**src/rtl/mem_arbiter_pkg.sv**
```systemverilog
// Shared SRAM bus definitions: operation codes, default bus widths and arbiter FSM encodings.
package mem_arbiter_pkg;

    localparam int ADDR_W_DEF = 18;
    localparam int DATA_W_DEF = 16;

    localparam logic RAM_OP_RD = 1'b0;
    localparam logic RAM_OP_WR = 1'b1;

    typedef enum logic [1:0] {
        IDLE = 2'd0,
        ACC1 = 2'd1,
        ACC2 = 2'd2,
        RESP = 2'd3
    } arb_state_t;

endpackage

```
**src/rtl/mem_arbiter_if_buf.sv**
```systemverilog
// Single-entry instruction buffer (tag/data/valid) with combinational hit compare.
// Fill wins over invalidate; the arbiter never asserts both in one cycle.
module if_buf #(
    parameter int ADDR_W = 18,
    parameter int DATA_W = 16
) (
    input  logic              clk_50MHz,
    input  logic              rst,
    input  logic              i_fill,
    input  logic [ADDR_W-1:0] i_fill_addr,
    input  logic [DATA_W-1:0] i_fill_data,
    input  logic              i_inv,
    input  logic [ADDR_W-1:0] i_inv_addr,
    input  logic [ADDR_W-1:0] i_look_addr,
    output logic              o_hit,
    output logic [DATA_W-1:0] o_data
);

    logic              r_vld;
    logic [ADDR_W-1:0] r_tag;
    logic [DATA_W-1:0] r_data;

    always_ff @(posedge clk_50MHz or negedge rst) begin
        if (!rst) begin
            r_vld  <= 1'b0;
            r_tag  <= '0;
            r_data <= '0;
        end else if (i_fill) begin
            r_vld  <= 1'b1;
            r_tag  <= i_fill_addr;
            r_data <= i_fill_data;
        end else if (i_inv && (i_inv_addr == r_tag)) begin
            r_vld  <= 1'b0;
        end
    end

    assign o_hit  = r_vld && (i_look_addr == r_tag);
    assign o_data = r_data;

endmodule

```
**src/rtl/mem_arbiter.sv**
```systemverilog
// IF/MEM arbiter for the single-port SRAM controller; 3-cycle access (1 on IF buffer hit with ARB_IFBUF_EN).
// Requesters are held off via stall until their ack; MEM wins in IDLE, ports alternate from RESP.
module mem_arbiter
    import mem_arbiter_pkg::*;
#(
    parameter int ADDR_W = ADDR_W_DEF,
    parameter int DATA_W = DATA_W_DEF
) (
    input  logic              clk_50MHz,
    input  logic              rst,
    input  logic              if_req,
    input  logic [ADDR_W-1:0] if_addr,
    output logic [DATA_W-1:0] if_rdata,
    output logic              if_ack,
    input  logic              mem_req,
    input  logic              mem_op,
    input  logic [ADDR_W-1:0] mem_addr,
    input  logic [DATA_W-1:0] mem_wdata,
    output logic [DATA_W-1:0] mem_rdata,
    output logic              mem_ack,
    output logic              ram_en,
    output logic              ram_op,
    output logic [ADDR_W-1:0] ram_addr,
    output logic [DATA_W-1:0] ram_wdata,
    input  logic [DATA_W-1:0] ram_rdata,
    output logic              stall
);

    localparam logic OWN_IF  = 1'b0;
    localparam logic OWN_MEM = 1'b1;

    arb_state_t        r_state;
    arb_state_t        w_state_nxt;
    logic              r_owner;
    logic              r_ram_op;
    logic [ADDR_W-1:0] r_ram_addr;
    logic [DATA_W-1:0] r_ram_wdata;
    logic [DATA_W-1:0] r_if_rdata;
    logic [DATA_W-1:0] r_mem_rdata;

    logic              w_grant;
    logic              w_grant_own;
    logic              w_hit_go;
    logic              w_hit;
    logic [DATA_W-1:0] w_buf_data;
    logic              w_ram_en;
    logic              w_if_ack;
    logic              w_mem_ack;

    always_ff @(posedge clk_50MHz or negedge rst) begin
        if (!rst) begin
            r_state <= IDLE;
        end else begin
            r_state <= w_state_nxt;
        end
    end

    // RESP only looks at the other port: the current owner's req is still its finished request.
    always_comb begin
        w_state_nxt = r_state;
        w_grant     = 1'b0;
        w_grant_own = OWN_IF;
        w_hit_go    = 1'b0;
        case (r_state)
            IDLE: begin
                if (mem_req) begin
                    w_grant     = 1'b1;
                    w_grant_own = OWN_MEM;
                    w_state_nxt = ACC1;
                end else if (if_req && w_hit) begin
                    w_hit_go    = 1'b1;
                    w_state_nxt = RESP;
                end else if (if_req) begin
                    w_grant     = 1'b1;
                    w_grant_own = OWN_IF;
                    w_state_nxt = ACC1;
                end
            end
            ACC1: w_state_nxt = ACC2;
            ACC2: w_state_nxt = RESP;
            RESP: begin
                w_state_nxt = IDLE;
                if ((r_owner == OWN_IF) && mem_req) begin
                    w_grant     = 1'b1;
                    w_grant_own = OWN_MEM;
                    w_state_nxt = ACC1;
                end else if ((r_owner == OWN_MEM) && if_req) begin
                    w_grant     = 1'b1;
                    w_grant_own = OWN_IF;
                    w_state_nxt = ACC1;
                end
            end
            default: w_state_nxt = IDLE;
        endcase
    end

    always_comb begin
        w_ram_en  = (r_state == ACC1);
        w_if_ack  = (r_state == RESP) && (r_owner == OWN_IF);
        w_mem_ack = (r_state == RESP) && (r_owner == OWN_MEM);
    end

    always_ff @(posedge clk_50MHz or negedge rst) begin
        if (!rst) begin
            r_owner     <= OWN_IF;
            r_ram_op    <= RAM_OP_RD;
            r_ram_addr  <= '0;
            r_ram_wdata <= '0;
            r_if_rdata  <= '0;
            r_mem_rdata <= '0;
        end else begin
            if (w_grant) begin
                r_owner     <= w_grant_own;
                r_ram_op    <= (w_grant_own == OWN_MEM) ? mem_op : RAM_OP_RD;
                r_ram_addr  <= (w_grant_own == OWN_MEM) ? mem_addr : if_addr;
                r_ram_wdata <= (w_grant_own == OWN_MEM) ? mem_wdata : '0;
            end
            if (w_hit_go) begin
                r_owner    <= OWN_IF;
                r_if_rdata <= w_buf_data;
            end
            if ((r_state == ACC2) && (r_ram_op == RAM_OP_RD)) begin
                if (r_owner == OWN_IF) begin
                    r_if_rdata <= ram_rdata;
                end else begin
                    r_mem_rdata <= ram_rdata;
                end
            end
        end
    end

`ifdef ARB_IFBUF_EN
    logic w_buf_fill;
    logic w_buf_inv;

    assign w_buf_fill = (r_state == ACC2) && (r_owner == OWN_IF);
    assign w_buf_inv  = (r_state == RESP) && (r_owner == OWN_MEM) && (r_ram_op == RAM_OP_WR);

    if_buf #(
        .ADDR_W (ADDR_W),
        .DATA_W (DATA_W)
    ) u_if_buf (
        .clk_50MHz   (clk_50MHz),
        .rst         (rst),
        .i_fill      (w_buf_fill),
        .i_fill_addr (r_ram_addr),
        .i_fill_data (ram_rdata),
        .i_inv       (w_buf_inv),
        .i_inv_addr  (r_ram_addr),
        .i_look_addr (if_addr),
        .o_hit       (w_hit),
        .o_data      (w_buf_data)
    );
`else
    assign w_hit      = 1'b0;
    assign w_buf_data = '0;
`endif

    assign ram_en    = w_ram_en;
    assign ram_op    = r_ram_op;
    assign ram_addr  = r_ram_addr;
    assign ram_wdata = r_ram_wdata;
    assign if_ack    = w_if_ack;
    assign mem_ack   = w_mem_ack;
    assign if_rdata  = r_if_rdata;
    assign mem_rdata = r_mem_rdata;
    assign stall     = (if_req & ~w_if_ack) | (mem_req & ~w_mem_ack);

endmodule

```
**config.mk**
```make
export PLATFORM = sky130hd
export DESIGN_NAME = mem_arbiter
export DESIGN_NICKNAME = d
export VERILOG_FILES = /design/src/rtl/mem_arbiter_pkg.sv /design/src/rtl/mem_arbiter_if_buf.sv /design/src/rtl/mem_arbiter.sv
export SDC_FILE = /design/constraint.sdc
export NUM_CORES = 1
export LEC_CHECK = 0
export CORE_MARGIN = 8
export CORE_UTILIZATION = 44
export DETAILED_ROUTE_END_ITERATION = 10
export GPL_ROUTABILITY_DRIVEN = 0
export PLACE_DENSITY = 0.81
export SLEW_MARGIN = 10
export SYNTH_ARGS = -nofsm -noshare
export SYNTH_HDL_FRONTEND = slang
export SYNTH_SLANG_ARGS = --single-unit
```
**constraint.sdc**
```tcl
create_clock -name clk_50MHz -period 2.55 [get_ports clk_50MHz]
set_clock_uncertainty 0.1 [all_clocks]
set_input_delay 0.3825 -clock clk_50MHz [delete_from_list [all_inputs] [get_ports clk_50MHz]]
set_output_delay 0.3825 -clock clk_50MHz [all_outputs]
set_load 0.02 [all_outputs]
```
==> impl_metrics.prom <==
# TYPE chip_impl_metric gauge
chip_impl_metric{name="layout_worst_path_cycle_share",unit="%"} 95.2
chip_impl_metric{name="routed-via-count",unit=""} 3138
chip_impl_metric{name="final.setup.worst_slack",unit="ns"} 0.122
chip_impl_metric{name="rr_worst_depth",unit=""} 5
chip_impl_metric{name="finalWorstPathRequiredPeriod",unit="ns"} 2.43
chip_impl_metric{name="layout-drive-gt1-share",unit="%"} 20.8
chip_impl_metric{name="clk_pin_slew",unit="ns"} 0.09
chip_impl_metric{name="synth-adder-area-share",unit="%"} 1.72
chip_impl_metric{name="max_freq",unit="MHz"} 412
chip_impl_metric{name="critPathArrivalTime",unit="ns"} 1.95
chip_impl_metric{name="number_of_synthesized_flops_with_an_enable_pin",unit=""} 0
chip_impl_metric{name="finalNetCount",unit=""} 525
chip_impl_metric{name="globalRoute.totalOverflow",unit=""} 0
chip_impl_info{name="worst_r2r_endpoint",value="ram_addr[10]$_DFFE_PN0P_"} 1
chip_impl_metric{name="grt_pass1_wl",unit="µm"} 18100
chip_impl_metric{name="relSlewSlack",unit="%"} 38.5
chip_impl_metric{name="io_pins",unit=""} 144
chip_impl_metric{name="num_antenna_cells",unit=""} 0
chip_impl_metric{name="start_util",unit="%"} 44.9
chip_impl_info{name="synth-main-ff-cell",value="sky130_fd_sc_hd__dfrtp_1"} 1
chip_impl_metric{name="via_count_of_the_first_global_routing_pass",unit=""} 3501
chip_impl_info{name="cp_cell_sequence",value="ha_2 > nand2b_1 > buf_4 > inv_1 > clkdlybuf4s50_1"} 1
chip_impl_metric{name="netlist.area_leader.share",unit="%"} 48.2
chip_impl_metric{name="final-hold-violation-count",unit=""} 0
chip_impl_metric{name="clock_buffer_count_from_cts",unit=""} 9
chip_impl_metric{name="synth.yosys.warnings",unit=""} 0
chip_impl_metric{name="dpl.cell_count",unit=""} 540
chip_impl_info{name="cts.root.buffer_cell",value="sky130_fd_sc_hd__clkbuf_8"} 1
chip_impl_metric{name="preCtsSetupSlack",unit="ns"} 0.0183
chip_impl_metric{name="place.detailed.hpwl",unit="µm"} 7900
chip_impl_metric{name="placement_rows",unit=""} 33
chip_impl_metric{name="drtPass1Iterations",unit=""} 5
chip_impl_info{name="most-common-layout-cells",value="sky130_fd_sc_hd__clkdlybuf4s50_1, sky130_fd_sc_hd__dfrtp_1, sky130_fd_sc_hd__inv_1"} 1
chip_impl_metric{name="setup_total_negative_slack",unit="ns"} 0
chip_impl_metric{name="synth-xor-area-share",unit="%"} 0
chip_impl_metric{name="synth-seq-area-share",unit="%"} 48.2
chip_impl_metric{name="port_buffers",unit=""} 143
chip_impl_metric{name="p_per_area",unit="nW/µm²"} 1370
chip_impl_metric{name="synth-compound-area-share",unit="%"} 23.2
chip_impl_info{name="unrepaired_setup_endpoints_after_global_routing",value="no"} 1
chip_impl_metric{name="grt_usage",unit="%"} 19.5
chip_impl_metric{name="die_ar",unit="µm²"} 11400
chip_impl_metric{name="post-route-drc-count",unit=""} 0
chip_impl_metric{name="post_synth_inst_count",unit=""} 305
chip_impl_metric{name="drt.antenna.violating_nets",unit=""} 0
chip_impl_metric{name="crit_path_max_fanout",unit=""} 6
chip_impl_info{name="cp-start-kind",value="register"} 1
chip_impl_metric{name="vertical_extent_of_the_die",unit="µm"} 107
chip_impl_info{name="hp-class",value="register to register"} 1
chip_impl_metric{name="number_of_distinct_library_cell_variants_in_the_gate_level_netlist_after_synthesis",unit=""} 34
chip_impl_metric{name="clk-insertion-delay-late",unit="ns"} 0.34
chip_impl_info{name="setup.worst_path.class",value="register to primary output"} 1
chip_impl_metric{name="placeableCoreArea",unit="µm²"} 8090
chip_impl_metric{name="grt_start_max_net_pins",unit=""} 37
chip_impl_info{name="status",value="complete, no violations"} 1
chip_impl_metric{name="detail_route.wirelength",unit="µm"} 11100
chip_impl_info{name="rr_startpoint",value="r_state[0]$_DFFE_PN0P_"} 1
chip_impl_info{name="holdCritStartpoint",value="if_rdata[5]$_DFFE_PN0P_"} 1
chip_impl_metric{name="post_synth_instance_area",unit="µm²"} 3630
chip_impl_metric{name="wl_per_cell",unit="µm"} 19.9
chip_impl_metric{name="cellLeakagePower",unit="nW"} 2.15
chip_impl_info{name="critPathSlowestCell",value="sky130_fd_sc_hd__clkdlybuf4s50_1"} 1
chip_impl_metric{name="maximum_vdd_drop",unit="mV"} 0.682
chip_impl_metric{name="layout-area-overhead-vs-synth",unit="%"} 48.3
chip_impl_metric{name="drv.max_cap_violation_count",unit=""} 0
chip_impl_metric{name="cts.path.max_buffers",unit=""} 2
chip_impl_metric{name="syn_nets",unit=""} 383
chip_impl_metric{name="report.final.setup_viol",unit=""} 0
chip_impl_metric{name="route.detailed.vias_per_inst",unit=""} 5.63
chip_impl_metric{name="slowest_delay",unit="ns"} 0.60
chip_impl_metric{name="worst_ep_required_time",unit="ns"} 2.07
chip_impl_info{name="ys_top_cells_by_area",value="sky130_fd_sc_hd__dfrtp_1, sky130_fd_sc_hd__mux2_2, sky130_fd_sc_hd__a41oi_2"} 1
chip_impl_metric{name="post_synth_and_or_nand_nor_area_fraction",unit="%"} 7.30
chip_impl_info{name="timing.critical_path.to_type",value="primary output"} 1
chip_impl_metric{name="chipWidth",unit="µm"} 107
chip_impl_metric{name="muxShareOfSynthArea",unit="%"} 10.6
chip_impl_metric{name="numClockSinks",unit=""} 70
chip_impl_metric{name="timing.final.max_slew_violations",unit=""} 0
chip_impl_info{name="synthDominantAreaCellType",value="sky130_fd_sc_hd__dfrtp_1"} 1
chip_impl_info{name="cts_tree",value="done"} 1
chip_impl_metric{name="number_of_antenna_violations_at_the_first_check_in_global_routing",unit=""} 0
chip_impl_info{name="critical_path.startpoint",value="r_state[0]$_DFFE_PN0P_"} 1
chip_impl_metric{name="synth_area_per_cell",unit="µm²"} 11.9
chip_impl_metric{name="max_slew.worst_pin.slew",unit="ns"} 0.923
chip_impl_metric{name="synth.ff_latch_count",unit=""} 70
chip_impl_metric{name="setup.reg_to_reg.worst_slack",unit="ns"} 0.21
chip_impl_metric{name="post-cts-setup-buffers",unit=""} 0
chip_impl_metric{name="synth_async_reset_ratio",unit="%"} 100
chip_impl_metric{name="dr.first_iter.drc_count",unit=""} 128
chip_impl_info{name="critical_path.endpoint",value="if_ack"} 1
chip_impl_metric{name="instances_no_fill",unit=""} 557
chip_impl_metric{name="level_count_of_the_clock_h_tree",unit=""} 3
chip_impl_info{name="largest_family_of_logic_cells_by_synthesized_area",value="compound AO/OA/AOI/OAI gates"} 1
chip_impl_info{name="layout_commonest_cell",value="sky130_fd_sc_hd__clkdlybuf4s50_1"} 1
==> sequential cells by signal (all words and copies together), names as in the netlist <==
name	flops
ram_addr	18
if_rdata	16
mem_rdata	16
ram_wdata	16
r_state	2
r_owner	1
ram_op	1
==> power by group <==
part           total [mW]  internal, mW  leakage (nW)  switching (mW)
clock                1.01         0.554         0.106           0.456
sequential           2.00          1.67         0.834           0.321
combinational        4.39          2.03          1.21            2.36
==> critical path: cells and delay by family, from the launching register on <==
family / cells / cell delay (ns)
fa+ha+maj: 1 / 0.24
buf+inv: 3 / 0.86
flops: 1 / 0.38
simple gates: 1 / 0.12
==> cells by family after synthesis <==
logic type,Yosys count
adder cells (fa/ha/maj),5
multiplexers,34
AND/OR/NAND/NOR,47
flip-flops,70
AO/OA/AOI/OAI,79
buffers and inverters,70
==> cell type report <==
class	instances	area, µm²
Fill cell	658	2700
Tap cell	105	131
Inverter	40	150
Sequential cell	70	1750
Clock inverter	7	97.6
Clock buffer	9	124
Timing Repair Buffer	161	1580
Multi-Input combinational cell	165	1560
==> through the flow <==
step	instance area (µm²)	utilization, %	total power, mW	hold slack [ns]
floorplan	3630	-	4.65	-0.0131
global placement	5160	63.7	6.29	0.310
detailed placement	5160	63.7	6.41	0.316
CTS	5390	66.6	7.46	0.414
global route	5390	66.6	7.81	0.431
finish	5390	66.6	7.39	0.409
==> synthesized netlist by cell type (5+ instances only) <==
cell type and n:
sky130_fd_sc_hd__buf_6 6, sky130_fd_sc_hd__mux2_2 32, sky130_fd_sc_hd__o2111ai_1 18, sky130_fd_sc_hd__a221oi_1 18, sky130_fd_sc_hd__a41oi_1 6, sky130_fd_sc_hd__a41oi_2 12, sky130_fd_sc_hd__nand3b_1 18, sky130_fd_sc_hd__inv_1 38
sky130_fd_sc_hd__o32ai_2 9, sky130_fd_sc_hd__ha_1 5, sky130_fd_sc_hd__o32ai_1 8, sky130_fd_sc_hd__clkbuf_1 9, sky130_fd_sc_hd__nand2_1 19, sky130_fd_sc_hd__dfrtp_1 70, sky130_fd_sc_hd__buf_2 14
==> per-layer routing <==
| metal | track usage, % | vias up | part of all wire [%] |
|---|---|---|---|
| li1 | - | 1420 | - |
| met5 | 0 | - | 0 |
| met2 | 31.4 | 143 | 48 |
| met3 | 9.18 | 19 | 10 |
| met1 | 22.6 | 1556 | 40 |
| met4 | 5.93 | 0 | 1.4 |
==> how the worst min path moves through the flow <==
stage,slack (ns),cells after the start,endpoint
finish,0.41,1,if_rdata[5]$_DFFE_PN0P_
CTS,0.41,1,if_rdata[5]$_DFFE_PN0P_
global placement,0.31,1,ram_wdata[6]$_DFFE_PN0P_
detailed placement,0.32,1,ram_wdata[6]$_DFFE_PN0P_
global route,0.43,1,mem_rdata[4]$_DFFE_PN0P_
floorplan,-0.01,0,if_rdata[0]$_DFFE_PN0P_
==> repair_timing <==
item                                    4_1_cts  5_1_grt
pin swaps                                     0        0
hold endpoints to repair                     23        0
hold buffers                                  1        0
endpoints found under the setup margin        1        1
gates resized for setup                       1        1
(Power assumes the default switching activity.)
